<file path="src/rtl/karaoke_pkg.sv">
// Shared PCM types for the karaoke audio path (FIR, sample FIFO, SPI).
package karaoke_pkg;

    localparam int unsigned PCM_W  = 16;
    localparam int unsigned DROP_W = 8;

    typedef logic signed [PCM_W-1:0] pcm_t;

    // Increment that sticks at all-ones instead of wrapping.
    function automatic logic [DROP_W-1:0] sat_inc(input logic [DROP_W-1:0] v);
        return (v == {DROP_W{1'b1}}) ? v : v + DROP_W'(1);
    endfunction

endpackage : karaoke_pkg

</file>
<file path="src/rtl/pcm_fifo_mem.sv">
// Sample storage: DEPTH x WIDTH register array, one write port, one asynchronous read port.
module pcm_fifo_mem
    import karaoke_pkg::*;
#(
    parameter int unsigned WIDTH = PCM_W,
    parameter int unsigned DEPTH = 16,
    parameter int unsigned AW    = $clog2(DEPTH)
) (
    input  logic             clk,
    input  logic             we,
    input  logic [AW-1:0]    waddr,
    input  logic [WIDTH-1:0] wdata,
    input  logic [AW-1:0]    raddr,
    output logic [WIDTH-1:0] rdata
);

    logic [WIDTH-1:0] mem [DEPTH];

    // Storage is intentionally not reset; unread entries are never exposed.
    always_ff @(posedge clk) begin
        if (we) begin
            mem[waddr] <= wdata;
        end
    end

    assign rdata = mem[raddr];

endmodule : pcm_fifo_mem

</file>
<file path="src/rtl/pcm_sample_fifo.sv">
// Elastic PCM buffer between decimation FIR and SPI transmitter, drop-oldest on overflow.
module pcm_sample_fifo
    import karaoke_pkg::*;
#(
    parameter int unsigned WIDTH   = PCM_W,
    parameter int unsigned DEPTH   = 16,
    parameter int unsigned LEVEL_W = $clog2(DEPTH) + 1
) (
    input  logic               clk,
    input  logic               reset,
    input  logic [WIDTH-1:0]   in_sample,
    input  logic               in_valid,
    output logic [WIDTH-1:0]   out_sample,
    output logic               out_valid,
    input  logic               out_ready,
    output logic [LEVEL_W-1:0] level,
    output logic               overflow,
    output logic               underrun,
    input  logic               flag_clr,
    output logic [DROP_W-1:0]  drop_count
);

    localparam int unsigned AW = $clog2(DEPTH);

    logic [AW-1:0]    wr_ptr;
    logic [AW-1:0]    rd_ptr;
    logic [WIDTH-1:0] head;
    logic             push;
    logic             pop;
    logic             empty;
    logic             full;
    logic             drop;
    logic             starve;

    assign empty  = (level == '0);
    assign full   = (level == LEVEL_W'(DEPTH));
    assign push   = in_valid;
    assign pop    = out_valid & out_ready;
    // A push into a full FIFO without a simultaneous pop evicts the oldest sample.
    assign drop   = push & ~pop & full;
    assign starve = out_ready & empty & ~push;

    pcm_fifo_mem #(
        .WIDTH (WIDTH),
        .DEPTH (DEPTH),
        .AW    (AW)
    ) u_mem (
        .clk   (clk),
        .we    (push),
        .waddr (wr_ptr),
        .wdata (in_sample),
        .raddr (rd_ptr),
        .rdata (head)
    );

    // Pointer, occupancy, sticky flag and drop counter updates.
    always_ff @(posedge clk) begin
        if (reset) begin
            wr_ptr     <= '0;
            rd_ptr     <= '0;
            level      <= '0;
            overflow   <= 1'b0;
            underrun   <= 1'b0;
            drop_count <= '0;
        end else begin
            if (push) begin
                wr_ptr <= wr_ptr + AW'(1);
            end
            if (pop || drop) begin
                rd_ptr <= rd_ptr + AW'(1);
            end
            if (push && !pop && !full) begin
                level <= level + LEVEL_W'(1);
            end else if (pop && !push) begin
                level <= level - LEVEL_W'(1);
            end
            // Set takes priority over clear.
            if (drop) begin
                overflow <= 1'b1;
            end else if (flag_clr) begin
                overflow <= 1'b0;
            end
            if (starve) begin
                underrun <= 1'b1;
            end else if (flag_clr) begin
                underrun <= 1'b0;
            end
            if (drop) begin
                drop_count <= sat_inc(drop_count);
            end
        end
    end

    assign out_valid  = ~empty;
    assign out_sample = empty ? '0 : head;

endmodule : pcm_sample_fifo

</file>
<file path="config.mk">
export PLATFORM = sky130hd
export DESIGN_NAME = pcm_sample_fifo
export DESIGN_NICKNAME = d
export VERILOG_FILES = /design/src/rtl/karaoke_pkg.sv /design/src/rtl/pcm_fifo_mem.sv /design/src/rtl/pcm_sample_fifo.sv
export SDC_FILE = /design/constraint.sdc
export NUM_CORES = 1
export LEC_CHECK = 0
export ABC_AREA = 1
export CORE_ASPECT_RATIO = 0.7
export CORE_UTILIZATION = 27
export CTS_BUF_LIST = sky130_fd_sc_hd__clkbuf_16
export DETAILED_ROUTE_END_ITERATION = 10
export GPL_TIMING_DRIVEN = 0
export PLACE_DENSITY = 0.48
export SLEW_MARGIN = 20
export SYNTH_ARGS = -nofsm -noshare
export SYNTH_HDL_FRONTEND = slang
export SYNTH_SLANG_ARGS = --single-unit
</file>
<file path="constraint.sdc">
create_clock -name clk -period 2.2 [get_ports clk]
set_input_delay 0.44 -clock clk [delete_from_list [all_inputs] [get_ports clk]]
set_output_delay 0.44 -clock clk [all_outputs]
set_load 0.02 [all_outputs]
</file>
==> results of run 1 <==
==> per-layer routing <==
metal | GRT usage, % | vias to the layer above
li1 | - | 3821
met1 | 24.2 | 4028
met2 | 24.0 | 293
met3 | 2.98 | 45
met4 | 3.42 | 0
met5 | 0 | -
==> critical path, cell delays in order, from the launching register on <==
cell	delay, ns
dfxtp_4	0.40
inv_8	0.10
buf_12	0.16
clkbuf_16	0.16
nand2_1	0.06
nand3_2	0.06
nand3_2	0.14
nand2_1	0.11
nand2_1	0.07
a21oi_2	0.21
buf_4	0.17
==> power breakdown <==
part | switching [mW] | internal, mW | leakage, nW
Sequential | 0.132 | 6.00 | 2.53
Combinational | 3.39 | 2.32 | 2.48
Clock | 2.16 | 2.78 | 0.484
Total | 5.69 | 11.1 | 5.50
==> final timing paths <==
kind / cells after the start / start / slack, ns / endpoint
setup / recovery: 10 / flip-flop / -0.50 / out_sample[11]
hold / removal: 3 / in_valid / 0.33 / wr_ptr[0]
setup reg to reg: 13 / level[1] / 0.15 / level[4]
hold reg to reg: 2 / underrun / 0.47 / underrun
==> through the flow <==
| step | utilization, % | hold WS (ns) | setup slack (ns) | power (mW) |
|---|---|---|---|---|
| global placement | 30.3 | 0.461 | -0.875 | 10.4 |
| CTS | 34.3 | 0.290 | -0.446 | 16.0 |
| finish | 36.1 | 0.333 | -0.496 | 16.8 |
| global route | 36.1 | 0.359 | -0.511 | 17.4 |
| floorplan | - | 0.490 | 0.0534 | 8.64 |
| detailed placement | 30.8 | 0.467 | -0.871 | 10.4 |
==> layout by cell type, fill, tap and decap left out, drive strengths merged <==
cell type      Yosys  final
ha                 9      9
edfxtp           256    256
clkdlybuf4s50      0     34
xnor2              3      3
nor3               3      3
inv               21     28
fa                 1      1
a21oi             32     32
o21a               1      1
xor2               6      6
clkbuf            16     53
dlygate4sd2        0      1
nor2              41     41
nand4              2      2
o21ai              8      8
clkinv             2     15
clkinvlp           0      1
buf               39     75
nand3            206    206
dfxtp             27     27
diode              0      1
nand2            360    360
bufinv             0      2
==> kinds of logic after synthesis <==
| kind of cell | after synthesis | share of synthesized area [%] |
|---|---|---|
| adders and majority gates | 10 | 1.14 |
| AOI/OAI and AO/OA | 41 | 1.79 |
| and+or+nand+nor | 612 | 22.5 |
| buffers and inverters | 78 | 3.04 |
| xor gates and xnor gates | 9 | 0.679 |
| DFF | 283 | 70.9 |
==> flip-flops by register name (all words and copies together), names as in the netlist, named ones only <==
signal	flops
rd_ptr	4
level	5
u_mem.mem	256
drop_count	8
overflow	1
wr_ptr	4
underrun	1
==> final cells by class <==
class / count / area, um^2
Sequential cell: 283 / 8230
Clock inverter: 23 / 169
Clock buffer: 31 / 776
Multi-Input combinational cell: 672 / 3660
Tap cell: 552 / 691
Antenna cell: 1 / 2.50
Timing Repair Buffer: 79 / 993
Inverter: 23 / 100
Buffer: 53 / 643
Fill cell: 4030 / 27100
==> cell usage after synthesis, types with 2 or more instances <==
cell type / number / area, um^2
ha_1: 9 / 113
a21oi_1: 32 / 160
o21ai_1: 3 / 15.0
clkbuf_1: 16 / 60.1
nor3_1: 3 / 15.0
buf_1: 2 / 7.51
nor2_1: 40 / 150
edfxtp_1: 256 / 7690
buf_2: 32 / 160
inv_1: 17 / 63.8
inv_2: 4 / 15.0
xnor2_1: 3 / 26.3
buf_4: 5 / 37.5
nand3_2: 3 / 30.0
nand3_1: 203 / 1020
xor2_1: 6 / 52.6
o21ai_0: 5 / 25.0
dfxtp_1: 27 / 541
nand2_1: 358 / 1340
==> what timing repair did <==
action                     4_1_cts  5_1_grt
buffers inserted                 0        3
cloned                           2        8
hold buffers                     0        0
setup endpoints to repair       17       20
resized for setup              235      109
pin swaps                       15       40
==> metrics.txt, run 1 <==
PwrDens approximately 1100 nW/um^2; Routed Antenna Nets 0; Final Non-Filler Cells between 1500 and 2000; uppermost routed layer met4; EDFF count, synth 256; layout cells sized above 1 roughly 24%; CTS H-Tree Depth 1; site row count 63; outcome complete, but fails checks; final setup fails 16; Tightest Pin Transition between 0.9 and 1 ns; Final Net Count about 1200; Layout area overhead 31.6%; CP arrival about 2.3 ns; ys flop type edfxtp_1; final setup skew ~0.018 ns; WL met1 17700 um; num ports between 50 and 60; Via Count 8187; final worst slack -0.496 ns; setup TNS -6.85 ns; Placed Area between 10000 and 15000 um^2; Max Fclk 371 MHz; Required @ worst endpoint around 1.8 ns; Syn Nets around 1100; routed wl met3 about 2700 um; first-pass GRT wire length around 50000 um; clock buffer depth 3; vias in the first global route 7713; Leak 5.50 nW; max-cap violations 0; Final Hold Viols 0; Yosys reg bits between 200 and 300; First-pass DRT Iterations 5; Max Fanout on Critical Path 7; Final period util 123%; failing checks negative setup slack; crit end category output port; grt ovf 0; RSZ-0062 raised after global routing true; via-per-instance ratio approximately 4.8; final wirelength 36500 um; CORE AREA roughly 42000 um^2; clock-pin slew on the worst setup and hold paths approximately 0.060 ns; initial antenna violation count 0; largest net degree at the start of global routing 17; Syn Std Cell Area ~12000 um^2; GRT Total Usage 16.1%; VDD IR max between 500 and 600 uV; Min-Delay Path Class primary input to flip-flop; DRT iter0 DRCs between 800 and 900; Synth warnings 0; die area around 44000 um^2; drt wl/cell 21.2 um; Rel. slew slack 35.9%; CTS buffer count 31; Root Buffer clkbuf_16; # DRC 0; worst skew pair latency a little under 0.6 ns; Die Ht about 180 um; Seq/Total Area, Yosys between 70% and 80%; # clock sinks between 200 and 300; crit path kind flip-flop to output port; count of cell types in the netlist 28; port bufs a little over 50; finished layout cell area 15300 um^2; met2 wire length between 15000 and 20000 um; Initial Util 27.4%; # placed instances between 1500 and 2000; GPL Wtd Cong approximately 0.86; Period minus WS final 2.70 ns; die width approximately 250 um; Cells after Synth 1033; max-slew violation count 0; ys async rst share 0%; DPL Wire Length 23700 um; Mean Syn Cell Area 11.2 um^2; CTS tree done; Startpoint Class flip-flop
No activity file was read; power rests on OpenSTA's default activity.
==> inputs of run 2 (changes only) <==
--- a/config.mk
+++ b/config.mk
@@ -8,7 +8,6 @@
 export ABC_AREA = 1
 export CORE_ASPECT_RATIO = 0.7
 export CORE_UTILIZATION = 27
-export CTS_BUF_LIST = sky130_fd_sc_hd__clkbuf_16
 export DETAILED_ROUTE_END_ITERATION = 10
 export GPL_TIMING_DRIVEN = 0
 export PLACE_DENSITY = 0.48
==> metrics.txt, run 2 (synthesis gave the netlist of run 1 again) <==
worst reg2reg endpoint level[4]; final setup skew 0.0200 ns (+0.00215 ns); layout cells sized above 1 24.2% (unchanged); cts hold-fix bufs 0 (unchanged); Placed Area 13000 um^2 (unchanged); Period minus WS final 2.70 ns (-0.00105 ns); Routed Antenna Nets 0 (unchanged); Max Fanout on Critical Path 7 (unchanged); clock-pin slew on the worst setup and hold paths 0.06 ns (about the same); Final period util 123% (about the same); num ports 53 (unchanged); die area 43800 um^2 (unchanged); final setup fails 16 (unchanged); failing checks negative setup slack; Final Net Count 1174 (unchanged); Die Ht 175 um (unchanged); Initial Util 27.4% (unchanged); crit path kind flip-flop to output port; GRT Total Usage 16.1% (unchanged); GPL Wtd Cong 0.861 (unchanged); RSZ-0062 raised after global routing true; Core Util, Final 36.1% (unchanged); finished layout cell area 15300 um^2 (unchanged); PwrDens 1100 nW/um^2 (+0.18%); Required @ worst endpoint 1.76 ns (about the same); final worst slack -0.495 ns (+0.00105 ns); DPL Wire Length 23700 um (unchanged); Leak 5.48 nW (-0.45%); CP arrival 2.26 ns (about the same); site row count 63 (unchanged); vias in the first global route 7713 (unchanged); CTS H-Tree Depth 1 (unchanged); final wirelength 36500 um (about the same); Largest regs u_mem.mem x256, drop_count x8, level x5; max-cap violations 0 (unchanged); Final Hold Viols 0 (unchanged); clock buffer depth 3 (unchanged); port bufs 51 (unchanged); Layout area overhead 31.6% (unchanged); Tightest Pin Transition 0.944 ns (-0.0143 ns); grt ovf 0 (unchanged); Reg2Reg Depth 13 (unchanged); drt wl/cell 21.2 um (about the same); # clock sinks 283 (unchanged); crit end category output port; most common cell after layout, fill and taps aside nand2_1; Critical Path Max Stage Delay 0.40 ns (about the same); CORE AREA 42300 um^2 (unchanged); VDD IR max 529 uV (+0.18%); r2r setup slk 0.15 ns (about the same); Startpoint Class flip-flop; max-slew violation count 0 (unchanged); CP endpoint out_sample[11]; CTS buffer count 31 (unchanged); largest net degree at the start of global routing 17 (unchanged); die width 250 um (unchanged); DRT iter0 DRCs 819 (+0.86%); commonest non-fill, non-tap cells in the layout 338 x nand2_1, 256 x edfxtp_1, 127 x nand3_1, 69 x nand3_2, 39 x clkbuf_16; first-pass GRT wire length 51500 um (unchanged); CTS tree done; Via Count 8207 (+0.24%); Largest register FFs 256 (unchanged); Min-Delay Path Class primary input to flip-flop; outcome complete, but fails checks; RR Startpoint level[1]; Root Buffer clkbuf_16; First-pass DRT Iterations 5 (unchanged); Most flops, register u_mem.mem; via-per-instance ratio 4.78 (+0.24%); setup TNS -6.85 ns (-0.00635 ns); CP cell instances inv_8 -> buf_12 -> clkbuf_16 -> nand2_1 -> nand3_2 -> nand3_2 -> nand2_1 -> nand2_1 -> a21oi_2 -> buf_4; # DRC 0 (unchanged); initial antenna violation count 0 (unchanged); Max Fclk 371 MHz (about the same); Rel. slew slack 36.9% (+0.95 points); CP max-delay cell dfxtp_4; worst skew pair latency 0.59 ns (about the same); cell with the most instances on the worst path nand2_1
-- run 2: cell types whose count changed in the layout (fill, tap and decap cells not counted), sizes merged --
cell    before  now
clkbuf      53   59
inv         28   22
-- run 2: critical path, delay by kind of cell, from the launching register on --
kind / cells / cell delay, ns
AND/OR/NAND/NOR: 5 / 0.44
AO/OA/AOI/OAI: 1 / 0.21
buffers and inverters: 4 / 0.59
flip-flops: 1 / 0.40
-- run 2: layout make-up --
class                           count  area (um^2)
Sequential cell                   283         8230
Multi-Input combinational cell    672         3660
Fill cell                        4030        27100
Clock inverter                     17          146
Tap cell                          552          691
Inverter                           23          100
Antenna cell                        1         2.50
Timing Repair Buffer               79          993
Clock buffer                       37          798
Buffer                             53          643
-- run 2: worst min path at each step --
stage,from,end,slack [ns],depth (start not counted)
detailed placement,overflow,overflow,0.47,2
floorplan,rd_ptr[3],flip-flop,0.49,2
global route,in_valid,wr_ptr[0],0.36,3
global placement,overflow,overflow,0.46,2
CTS,in_valid,wr_ptr[0],0.29,3
finish,in_valid,wr_ptr[0],0.33,3
-- run 2: metal layers --
metal | track usage [%] | wire [um] | up-vias
met5 | 0 | 0 | -
met1 | 24.2 | 17600 | 4037
met2 | 24.0 | 15400 | 308
li1 | - | - | 3822
met3 | 2.98 | 2890 | 40
met4 | 3.42 | 589 | 0
-- run 2: what timing repair did --
action | 4_1_cts | 5_1_grt
pin swaps | 15 | 40
endpoints found under the setup margin | 17 | 20
buffers inserted | 0 | 3
cloned | 2 | 8
resized for setup | 235 | 109
-- run 2: power by group --
group	leakage [nW]	switching [mW]	total, mW	internal (mW)
Sequential	2.53	0.132	6.13	6.00
Clock	0.460	2.16	4.97	2.81
Combinational	2.48	3.39	5.71	2.32
Total	5.48	5.69	16.8	11.1
-- run 2: per-stage QoR --
stage               worst slack, ns  hold WS, ns  instances  power [mW]
floorplan                    0.0534        0.490       1033        8.64
global placement             -0.875        0.461       1636        10.4
detailed placement           -0.871        0.467       1651        10.4
CTS                          -0.446        0.290       1705        16.0
global route                 -0.511        0.359       1716        17.5
finish                       -0.495        0.334       1717        16.8
